**config.mk**
```make
export PLATFORM = sky130hd
export DESIGN_NAME = seq_circuit_tester
export DESIGN_NICKNAME = d
export VERILOG_FILES = /design/src/rtl/seq_tester_pkg.sv /design/src/rtl/seq_circuit_tester_misr5.sv /design/src/rtl/seq_circuit_tester.sv
export SDC_FILE = /design/constraint.sdc
export NUM_CORES = 1
export LEC_CHECK = 0
export CORE_UTILIZATION = 50
export DETAILED_ROUTE_END_ITERATION = 6
export GPL_TIMING_DRIVEN = 1
export PLACE_DENSITY = 0.78
export SLEW_MARGIN = 15
export SYNTH_ARGS = -nofsm -noshare
export SYNTH_HDL_FRONTEND = slang
export SYNTH_SLANG_ARGS = --single-unit
```
**constraint.sdc**
```tcl
create_clock -name CLK -period 2.06 [get_ports CLK]
set_input_delay 0.515 -clock CLK [delete_from_list [all_inputs] [get_ports CLK]]
set_output_delay 0.515 -clock CLK [all_outputs]
set_load 0.005 [all_outputs]
```
**src/rtl/seq_tester_pkg.sv**
```systemverilog
// Shared encodings, widths and tap positions for the sequential-circuit BIST driver.
// Pure declarations: no latency, no flow control.
package seq_tester_pkg;

  localparam int SIG_W  = 5;
  localparam int LFSR_W = 4;

  localparam int LFSR_TAP_HI = 3;
  localparam int LFSR_TAP_LO = 2;
  localparam int MISR_TAP_HI = 4;
  localparam int MISR_TAP_LO = 2;

  typedef enum logic [1:0] {
    ST_IDLE      = 2'd0,
    ST_RESET_DUT = 2'd1,
    ST_RUN       = 2'd2,
    ST_DONE      = 2'd3
  } state_t;

  function automatic logic [LFSR_W-1:0] lfsr_next(input logic [LFSR_W-1:0] v);
    return {v[LFSR_W-2:0], v[LFSR_TAP_HI] ^ v[LFSR_TAP_LO]};
  endfunction

  // An all-zero LFSR would lock up, so a zero seed is replaced by 1.
  function automatic logic [LFSR_W-1:0] seed_fix(input logic [LFSR_W-1:0] s);
    return (s == '0) ? LFSR_W'(1) : s;
  endfunction

endpackage

```
**src/rtl/seq_circuit_tester_misr5.sv**
```systemverilog
// 5-bit MISR compacting the circuit outputs; updates one cycle after din is presented.
// No backpressure: en is a qualifier, clr has priority over en.
module misr5
  import seq_tester_pkg::*;
(
  input  logic             clk,
  input  logic             rst,
  input  logic             clr,
  input  logic             en,
  input  logic [SIG_W-1:0] din,
  output logic [SIG_W-1:0] sig
);

  always_ff @(posedge clk) begin
    if (rst || clr) begin
      sig <= '0;
    end else if (en) begin
      sig <= {sig[SIG_W-2:0], sig[MISR_TAP_HI] ^ sig[MISR_TAP_LO]} ^ din;
    end
  end

endmodule

```
**src/rtl/seq_circuit_tester.sv**
```systemverilog
// BIST driver: resets the circuit, applies NUM_VECTORS LFSR A/B vectors, signs the outputs.
// Latency START->DONE is NUM_VECTORS+2 cycles; no backpressure, START ignored while busy.
module seq_circuit_tester
  import seq_tester_pkg::*;
#(
  parameter int                NUM_VECTORS = 16,
  parameter logic [LFSR_W-1:0] SEED        = 4'b1001,
  parameter logic [SIG_W-1:0]  EXP_SIG     = 5'b00000
) (
  input  logic             CLK,
  input  logic             RST,
  input  logic             START,
  output logic             DUT_RST,
  output logic             A,
  output logic             B,
  input  logic             Y,
  input  logic             Z,
  input  logic             X,
  input  logic             R,
  input  logic             S,
  output logic             BUSY,
  output logic             DONE,
  output logic [SIG_W-1:0] SIGNATURE,
  output logic             PASS
);

  localparam logic [7:0] LAST = 8'(NUM_VECTORS - 1);

  state_t            state;
  logic [LFSR_W-1:0] lfsr;
  logic [7:0]        count;

  // DUT_RST/BUSY/DONE are flops updated alongside each state transition.
  always_ff @(posedge CLK) begin
    if (RST) begin
      state   <= ST_IDLE;
      lfsr    <= seed_fix(SEED);
      count   <= '0;
      DUT_RST <= 1'b1;
      BUSY    <= 1'b0;
      DONE    <= 1'b0;
    end else begin
      case (state)
        ST_IDLE: begin
          if (START) begin
            state <= ST_RESET_DUT;
            BUSY  <= 1'b1;
          end
        end
        ST_RESET_DUT: begin
          lfsr    <= seed_fix(SEED);
          count   <= '0;
          state   <= ST_RUN;
          DUT_RST <= 1'b0;
        end
        ST_RUN: begin
          lfsr  <= lfsr_next(lfsr);
          count <= count + 8'd1;
          if (count == LAST) begin
            state <= ST_DONE;
            BUSY  <= 1'b0;
            DONE  <= 1'b1;
          end
        end
        ST_DONE: begin
          if (START) begin
            state   <= ST_RESET_DUT;
            DONE    <= 1'b0;
            BUSY    <= 1'b1;
            DUT_RST <= 1'b1;
          end
        end
        default: state <= ST_IDLE;
      endcase
    end
  end

  assign A = (state == ST_RUN) & lfsr[0];
  assign B = (state == ST_RUN) & lfsr[1];

  misr5 u_misr (
    .clk (CLK),
    .rst (RST),
    .clr (state == ST_RESET_DUT),
    .en  (state == ST_RUN),
    .din ({Y, Z, X, R, S}),
    .sig (SIGNATURE)
  );

  assign PASS = DONE && (SIGNATURE == EXP_SIG);

endmodule
```
==> results_dict.tcl, run 1 <==
set metrics [dict create \
    endpoint_kind "primary output" \
    max_stage_delay_ns 0.52 \
    syn_inst 111 \
    timing.fmax_mhz 506 \
    crit_chain "or4b_4 -> nor3_2 -> buf_2" \
    slew_violations 0 \
    status "finished, final reports clean" \
    cts_made_buffers 3 \
    highest-signal-layer "met4" \
    io_pins 19 \
    die_h_um 48.0 \
    vias 848 \
    ant_nets 0 \
    dp_hpwl_mm 1.57 \
    grt_pass1_wl_mm 3.19 \
    dr_wl_met3_um 90 \
    postCtsHoldBufs 0 \
    n_fill_cell 156 \
    crit_path_top_delay_cell "or4b_4" \
    clock_latency_ns 0.32 \
    dominantRegCellSynth "dfxtp_1" \
    p_leak_nw 0.550 \
    setup_violations 0 \
    ys_seq_elements 22 \
    post-route-min-period_ns 1.98 \
    fin_crit_sh_pct 95.9 \
    synth_async_sr_flop_share_pct 0 \
    clk_pin_slew_worst_paths_ns 0.13 \
    grt.total_usage_pct 20.5 \
    hold_viol 0 \
    cts_tree "built" \
    synth.cell_area_mm2 0.00106 \
    vias_per_cell 5.14 \
    power.total_mw 1.69 \
    ys_seq_area_share_pct 41.6 \
    yosys_warnings 0 \
    antenna_cells 0 \
    multi_input_area_um2 602 \
    cts_max_path_buffers 2 \
    ys_types 34 \
    cts_htree_levels 1 \
    grt_max_degree 14 \
    power_density_mw_per_mm2 1230 \
    wl_met2_um 999 \
    avgSynthCellArea_um2 9.54 \
    drt_iter0_markers 14 \
    coreArea_mm2 0.00198 \
    die_area_mm2 0.00230 \
    hp-class "reg -> reg" \
    gp_congestion 0.722 \
    final_nets 152 \
    drt-met1-wl_mm 1.01 \
    worstReg2RegStart "count[0]" \
    clock-sinks 22 \
    antenna_found_initial 0 \
    crit_arrival_ns 1.46 \
    cap_violations 0 \
    grt_pass1_vias 733 \
    critPathRequiredTime_ns 1.54 \
    area_growth_pct 30.3 \
    rsz0062_at_grt "false" \
    wl_per_cell_um 12.9 \
    start_util_pct 53.4 \
    regArea_um2 447 \
    yosys.area.top_type_share_pct 41.6 \
    die_w_um 48.0 \
    hold_start "BUSY" \
    clock-root-buffer "clkbuf_4" \
    start_kind "register" \
    worst_pin_slew_ns 0.640 \
    portBuffers 18 \
    maxSlewHeadroom_pct 57.1 \
    drt_pre_antenna_iters 4 \
    drt_wl_total_mm 2.13 \
    synth_edf_count 0 \
    drive_above_1_share_pct 18.1 \
    worst_hold_slack_ns 0.487 \
    worstPathMaxFanout 2 \
    gr-total-overflow 0 \
    worstSetupStartpoint "u_misr.sig[2]" \
    critical_path_class "reg -> out" \
    synthTopCellsByArea "dfxtp_1 42%, xnor2_1 7.4%, nor2_1 6.4%" \
    rows 16 \
    fin_worst_skew_ns 0.000639 \
    synth_top_area_cell "dfxtp_1" \
    vdd_drop_max_v 0.000825 \
    drc 0 \
    syn-num-nets 124 \
]
## cell usage in the layout, fill, tap and decap left out, types with 2 or more instances in the layout
| cell type | n |
|---|---|
| nand3_1 | 4 |
| nand3b_1 | 2 |
| nor2_1 | 18 |
| and3_1 | 2 |
| buf_4 | 8 |
| dfxtp_2 | 2 |
| xor2_1 | 5 |
| nand2_1 | 5 |
| a211oi_1 | 4 |
| ha_1 | 4 |
| or4b_4 | 2 |
| dlygate4sd2_1 | 2 |
| a21oi_1 | 2 |
| mux2i_1 | 5 |
| dfxtp_1 | 19 |
| xnor2_1 | 9 |
| clkbuf_4 | 3 |
| inv_1 | 3 |
| clkdlybuf4s50_1 | 15 |
| nor2b_1 | 3 |
## per-layer routing
layer  vias to the layer above  global-route usage (%)
li1                        438                       -
met2                        14                    32.7
met5                         -                       0
met3                         4                    7.92
met4                         0                    5.00
met1                       392                    26.0
## sequential cells by signal (all words and copies together), names as in the netlist
name	cells
count	8
u_misr.sig	5
lfsr	4
state	2
BUSY	1
DONE	1
DUT_RST	1
## power by group
group	switching (mW)	internal (mW)	total [mW]
logic	0.371	0.395	0.766
clock network	0.141	0.197	0.338
registers	0.0648	0.522	0.587
## cell usage after synthesis, drive strengths merged (2+ instances only)
cell / instances
dfxtp: 22
o21ai: 2
ha: 5
inv: 3
nand2: 5
nor3: 2
xnor2: 9
a21oi: 2
mux2i: 5
buf: 2
nor2: 18
and3: 2
and2: 2
a211oi: 4
nand3: 4
xor2: 5
or4b: 2
nor2b: 3
nand3b: 2
## final cells by class
class / instances / share of cell area (%)
Clock buffer: 3 / 1.63
Sequential cell: 22 / 32.4
Inverter: 3 / 0.817
Timing Repair Buffer: 26 / 16.9
Clock inverter: 1 / 2.18
Multi-Input combinational cell: 83 / 43.6
Tap cell: 27 / 2.45
## metrics by stage
step	TNS (ns)	instance area, um^2	setup WS [ns]	utilization, %	cells
5_1_grt	0	1380	0.000852	69.6	165
6_report	0	1380	0.0840	69.6	165
3_5_place_dp	-0.0735	1310	-0.0735	65.9	160
4_1_cts	0	1380	0.0686	69.6	165
3_3_place_gp	-0.0615	1310	-0.0615	65.9	160
2_1_floorplan	0	1060	0.312	-	111
## logic make-up after synthesis
kind of cell / Yosys count / share of synthesized area (%)
AND/OR/NAND/NOR: 46 / 23.4
flip-flops: 22 / 41.6
XOR/XNOR: 14 / 11.6
AO/OA/AOI/OAI: 13 / 9.93
buffers and inverters: 6 / 2.84
multiplexers: 5 / 4.73
adder cells (fa/ha/maj): 5 / 5.91
## worst max-delay path, delay by kind of cell (launching register included)
family        cells  cell delay (ns)
simple gates      2             0.67
flops             1             0.34
buf+inv           1             0.13
## path summary, 6_finish.rpt
kind	slack [ns]	to	cells after the start
max	0.08	PASS	3
min	0.49	BUSY	2
max reg2reg	0.22	state[1]	5
min reg2reg	0.49	BUSY	2
## repair_timing
item,4_1_cts,5_1_grt
buffers inserted,1,0
setup endpoints to repair,3,0
resized for setup,14,0
hold endpoints to repair,0,0
Power figures use the tool's default switching activity.
==> run 2, diff against run 1 <==
--- a/config.mk
+++ b/config.mk
@@ -5,10 +5,11 @@
 export SDC_FILE = /design/constraint.sdc
 export NUM_CORES = 1
 export LEC_CHECK = 0
-export CORE_UTILIZATION = 50
+export CORE_ASPECT_RATIO = 1.2
+export CORE_UTILIZATION = 45
 export DETAILED_ROUTE_END_ITERATION = 6
 export GPL_TIMING_DRIVEN = 1
-export PLACE_DENSITY = 0.78
+export PLACE_DENSITY = 0.74
 export SLEW_MARGIN = 15
 export SYNTH_ARGS = -nofsm -noshare
 export SYNTH_HDL_FRONTEND = slang
==> constraint.sdc (replaced) <==
create_clock -name CLK -period 1.65 [get_ports CLK]
set_input_delay 0.4125 -clock CLK [delete_from_list [all_inputs] [get_ports CLK]]
set_output_delay 0.4125 -clock CLK [all_outputs]
set_load 0.005 [all_outputs]
==> run 2 against run 1 <==
Against the previous run:
- the run now ends with setup timing left
- register-to-register slack lost 0.28 ns
- worst setup slack got worse by 0.29 ns
- die area up 11%
- final cell count grew 6.1%
- sequential power rose by 25%
- combinational power grew 38%
- utilization decreased by 0.74 points
==> results_dict.tcl, run 2 (synthesized netlist as in run 1, its figures left out) <==
set metrics [dict create \
    final_common_cell "nor2_1" \
    clock_latency_ns 0.31 \
    gr-total-overflow 0 \
    worstPathMaxFanout 2 \
    start_util_pct 49.5 \
    reg_top3 "count: 8 flops, u_misr.sig: 5 flops, lfsr: 4 flops" \
    clk_pin_slew_worst_paths_ns 0.12 \
    grt.total_usage_pct 19.5 \
    wl_per_cell_um 12.4 \
    cts_htree_levels 1 \
    vias 890 \
    power.total_mw 2.21 \
    fin_crit_sh_pct 113 \
    cts_made_buffers 3 \
    post-route-min-period_ns 1.86 \
    multi_input_area_um2 629 \
    regMostFlops "count" \
    endpoint_kind "primary output" \
    fin_worst_skew_ns 0.00126 \
    io_pins 19 \
    cts_max_path_buffers 2 \
    setup_violations 4 \
    violations "setup timing" \
    antenna_found_initial 0 \
    drc 0 \
    crit_path_top_delay_cell "or4b_4" \
    layout_common_cells "18 x nor2_1, 14 x buf_4, 12 x dfxtp_1, 10 x clkdlybuf4s50_1, 9 x xnor2_1" \
    cts_tree "built" \
    drt_pre_antenna_iters 2 \
    cap_violations 0 \
    maxSlewHeadroom_pct 82.4 \
    die_h_um 55.1 \
    max_stage_delay_ns 0.52 \
    dp_hpwl_mm 1.59 \
    grt_pass1_wl_mm 3.46 \
    die_w_um 46.3 \
    critical_path_class "reg -> out" \
    timing.fmax_mhz 538 \
    postCtsHoldBufs 0 \
    rows 18 \
    fin_cells 175 \
    clock-root-buffer "clkbuf_4" \
    die_area_mm2 0.00255 \
    hold_viol 0 \
    critPathBufInv 1 \
    gp_congestion 0.683 \
    critPathRequiredTime_ns 1.24 \
    rsz0062_at_grt "true" \
    crit_chain "or4b_4 -> nor3_2 -> buf_2" \
    vias_per_cell 5.09 \
    fin_ws_ns -0.208 \
    n_fill_cell 161 \
    crit_arrival_ns 1.45 \
    final_nets 159 \
    regArea_um2 463 \
    area_growth_pct 39.1 \
    clock-sinks 22 \
    ant_nets 0 \
    portBuffers 18 \
    hp-class "reg -> reg" \
    vdd_drop_max_v 0.000871 \
    grt_pass1_vias 839 \
    grt_max_degree 14 \
    drt_iter0_markers 1 \
    crit_family "simple AND/OR/NAND/NOR gates" \
    worst_pin_slew_ns 0.262 \
    p_leak_nw 0.628 \
    power_density_mw_per_mm2 1500 \
    drive_above_1_share_pct 31.0 \
    status "complete, but fails checks" \
    start_kind "register" \
    final_util_pct 68.8 \
    slew_violations 0 \
    dpl.cell_count 170 \
    coreArea_mm2 0.00214 \
    drt_wl_total_mm 2.17 \
    largest_reg_flops 8 \
    antenna_cells 0 \
]
[run 2: path summary, 6_finish.rpt]
| path | startpoint | end | slack [ns] | cells after the start |
|---|---|---|---|---|
| min | lfsr[0] | lfsr[0] | 0.50 | 2 |
| max reg2reg | count[1] | BUSY | -0.06 | 6 |
| min reg2reg | lfsr[0] | lfsr[0] | 0.50 | 2 |
| max | u_misr.sig[2] | PASS | -0.21 | 3 |
[run 2: where the power goes]
part	total (mW)	internal (mW)	leakage (nW)	switching, mW
sequential	0.733	0.660	0.185	0.0738
combinational	1.06	0.565	0.416	0.491
clock	0.417	0.246	0.0279	0.172
total	2.21	1.47	0.628	0.737
[run 2: timing repair]
item	CTS	global route
setup endpoints to repair	12	8
buffers inserted	0	1
cloned	0	0
resized for setup	33	9
pin swaps	7	6
[run 2: area by class of cell]
class	count	area share (%)
tap	30	2.55
clock inverter	1	2.04
sequential	22	31.4
clock buffer	3	1.53
multi-input combinational	83	42.7
timing repair buffer	33	18.9
inverter	3	0.765
[run 2: worst min-delay path: stages, from the launching register on]
cell and delay, ns:
dfxtp_1 0.35, mux2i_1 0.07, nand2b_1 0.06
[run 2: stage by stage]
step / hold WS, ns / setup WS [ns] / setup TNS (ns) / cell area [um^2]
2_1_floorplan: 0.441 / 0.00919 / 0 / 1060
3_3_place_gp: 0.456 / -0.355 / -0.369 / 1360
3_5_place_dp: 0.466 / -0.397 / -0.485 / 1360
4_1_cts: 0.504 / -0.235 / -0.314 / 1430
5_1_grt: 0.537 / -0.275 / -0.495 / 1470
6_report: 0.497 / -0.208 / -0.332 / 1470
[run 2: metal layers]
layer | GRT usage [%] | vias up | part of all wire [%]
met5 | 0 | - | 0
met4 | 10.3 | 0 | 2.2
met3 | 1.95 | 5 | 2.9
met2 | 35.0 | 16 | 52
met1 | 22.4 | 420 | 42
li1 | - | 449 | -
==> run 3, diff against run 2 <==
--- a/config.mk
+++ b/config.mk
@@ -5,12 +5,12 @@
 export SDC_FILE = /design/constraint.sdc
 export NUM_CORES = 1
 export LEC_CHECK = 0
+export ABC_AREA = 1
 export CORE_ASPECT_RATIO = 1.2
-export CORE_UTILIZATION = 45
+export CORE_UTILIZATION = 46
 export DETAILED_ROUTE_END_ITERATION = 6
 export GPL_TIMING_DRIVEN = 1
 export PLACE_DENSITY = 0.74
-export SLEW_MARGIN = 15
 export SYNTH_ARGS = -nofsm -noshare
 export SYNTH_HDL_FRONTEND = slang
 export SYNTH_SLANG_ARGS = --single-unit
==> run 3 against run 2 <==
Against the previous run:
- synthesized area grew 5.9%
- worst setup slack gained 0.28 ns
- routed wire length grew 6.6%
- critical endpoint is now SIGNATURE[2]
- critical path depth shrank 2
- sequential power grew 3.1%
- clock power shrank 29%
- combinational power shrank 10%
- final cell count grew 21%
- clock-buffer cell count grew 1
- sequential share of layout area shrank 0.65 points
- the run now ends clean
==> results_dict.tcl, run 3 <==
set metrics [dict create \
    status "finished, final reports clean" \
    syn_inst 149 \
    start_kind "register" \
    cts_tree "built" \
    clock-root-buffer "clkbuf_4" \
    synth.cell_area_mm2 0.00112 \
    layout_common_cells "24 x inv_1, 23 x nand2_1, 15 x dfxtp_1, 14 x nor2_1" \
    vias 1042 \
    wl_per_cell_um 10.9 \
    setup_violations 0 \
    drc 0 \
    regMostFlops "count" \
    cap_violations 0 \
    fin_worst_skew_ns 0.00662 \
    dominantRegCellSynth "dfxtp_1" \
    yosys_warnings 0 \
    grt_pass1_vias 979 \
    crit_arrival_ns 1.17 \
    ys_seq_elements 22 \
    synth_top_area_cell "dfxtp_1" \
    postCtsHoldBufs 0 \
    worst_pin_slew_ns 0.259 \
    gp_congestion 0.763 \
    endpoint_kind "primary output" \
    grt_max_degree 15 \
    dp_hpwl_mm 1.77 \
    area_growth_pct 31.6 \
    p_leak_nw 0.710 \
    antenna_found_initial 0 \
    io_pins 19 \
    crit_path_top_delay_cell "clkdlybuf4s50_1" \
    critPathBufInv 1 \
    power.internal_mw 1.25 \
    synthTopCellsByArea "dfxtp_1 39%, inv_1 8.4%, nand2_1 8.4%" \
    ys_types 25 \
    cts_made_buffers 3 \
    die_area_mm2 0.00264 \
    vdd_drop_max_v 0.00111 \
    die_h_um 56.1 \
    drt_pre_antenna_iters 4 \
    hp-class "reg -> reg" \
    fin_cells 212 \
    critPathRequiredTime_ns 1.24 \
    syn-num-nets 162 \
    pre_cts_slack_ns 0.0236 \
    hold_viol 0 \
    maxSlewHeadroom_pct 82.7 \
    fin_ws_ns 0.0695 \
    cts_htree_levels 1 \
    clk_pin_slew_worst_paths_ns 0.12 \
    critical_path_class "reg -> out" \
    synth_edf_count 0 \
    reg_top3 "count: 8 flops, u_misr.sig: 5 flops, lfsr: 4 flops" \
    cts_max_path_buffers 2 \
    vias_per_cell 4.92 \
    fin_crit_sh_pct 95.8 \
    portBuffers 18 \
    yosys.area.top_type_share_pct 39.3 \
    die_w_um 47.1 \
    rows 19 \
    p_switching_mw 0.748 \
    n_fill_cell 215 \
    timing.fmax_mhz 633 \
    clock-sinks 22 \
    switching_share_pct 37.4 \
    ys_seq_area_share_pct 39.3 \
    worstPathMaxFanout 3 \
    coreArea_mm2 0.00231 \
    grt_pass1_wl_mm 3.77 \
    final_nets 195 \
    drt_iter0_markers 13 \
    gr-total-overflow 0 \
    post-route-min-period_ns 1.58 \
    dpl.cell_count 203 \
    antenna_cells 0 \
    drt_wl_total_mm 2.31 \
    synth_common_cells "25 x inv_1, 25 x nand2_1, 22 x dfxtp_1, 14 x nor2_1, 13 x a21oi_1" \
    grt.total_usage_pct 19.5 \
    pwr-share-seq_pct 37.8 \
    p_comb_share_pct 47.4 \
    power_density_mw_per_mm2 1360 \
    avgSynthCellArea_um2 7.52 \
    max_stage_delay_ns 0.49 \
    crit_chain "clkdlybuf4s50_1" \
    largest_reg_flops 8 \
    clock_latency_ns 0.31 \
    power.total_mw 2.00 \
    clkPwrFrac_pct 14.8 \
    start_util_pct 48.6 \
    drive_above_1_share_pct 23.8 \
    synth_async_sr_flop_share_pct 0 \
    ant_nets 0 \
    final_common_cell "inv_1" \
    crit_family "buffers and inverters" \
    slew_violations 0 \
]
run 3: cell types whose count changed after synthesis, sizes merged, moves of 4 or more:
cell    delta
a211oi     -4
a21oi     +12
inv       +24
mux2i      -5
nand2     +22
o21ai     +10
xnor2      -7
run 3: power groups by stage:
stage | Sequential, mW | Combinational, mW | Clock, mW
floorplan | 0.751 | 0.562 | 0
global placement | 0.744 | 0.869 | 0
detailed placement | 0.750 | 0.886 | 0
CTS | 0.747 | 0.889 | 0.305
global route | 0.769 | 1.06 | 0.330
finish | 0.756 | 0.949 | 0.296
run 3: timing repair:
item,4_1_cts,5_1_grt
resized for setup,11,16
setup buffers,0,5
endpoints found under the setup margin,6,12
pin swaps,0,2
run 3: path summary, 6_finish.rpt:
check	end	from	slack, ns	cells after the start
setup / recovery	SIGNATURE[2]	u_misr.sig[2]	0.07	1
hold / removal	DONE	DONE	0.49	2
setup reg to reg	count[6]	state[0]	0.12	8
hold reg to reg	DONE	DONE	0.49	2
run 3: kinds of logic (layout without fill, tap and decap cells):
| group | Yosys count | after routing | synth area share (%) |
|---|---|---|---|
| compound gates | 27 | 27 | 14.3 |
| buf+inv | 29 | 61 | 10.2 |
| flops | 22 | 22 | 39.3 |
| simple gates | 59 | 59 | 25.2 |
| xor+xnor | 7 | 7 | 5.47 |
| fa+ha+maj | 5 | 5 | 5.58 |
run 3: metal layers:
layer / vias to the layer above / global-route usage, % / share of wire, %
li1: 533 / - / -
met1: 479 / 20.9 / 42
met2: 23 / 34.7 / 53
met3: 7 / 2.27 / 3.4
met4: 0 / 10.2 / 2.3
met5: - / 0 / 0
run 3: metrics by stage:
stage               TNS [ns]  instance area (um^2)  hold slack, ns  utilization (%)
finish                     0                  1480           0.486             64.0
global route        -0.00460                  1480           0.507             64.0
CTS                  -0.0107                  1430           0.487             61.8
detailed placement         0                  1380           0.468             60.0
global placement           0                  1380           0.463             60.0
floorplan                  0                  1120           0.441                -
run 3: cell type report:
type / instances / area [um^2] / area share, %
well taps: 31 / 38.8 / 2.63
flip-flops and latches: 22 / 454 / 30.8
multi-input cells: 98 / 579 / 39.3
clock buffers: 4 / 36.3 / 2.46
inverters: 27 / 106 / 7.21
repair buffers: 30 / 260 / 17.6
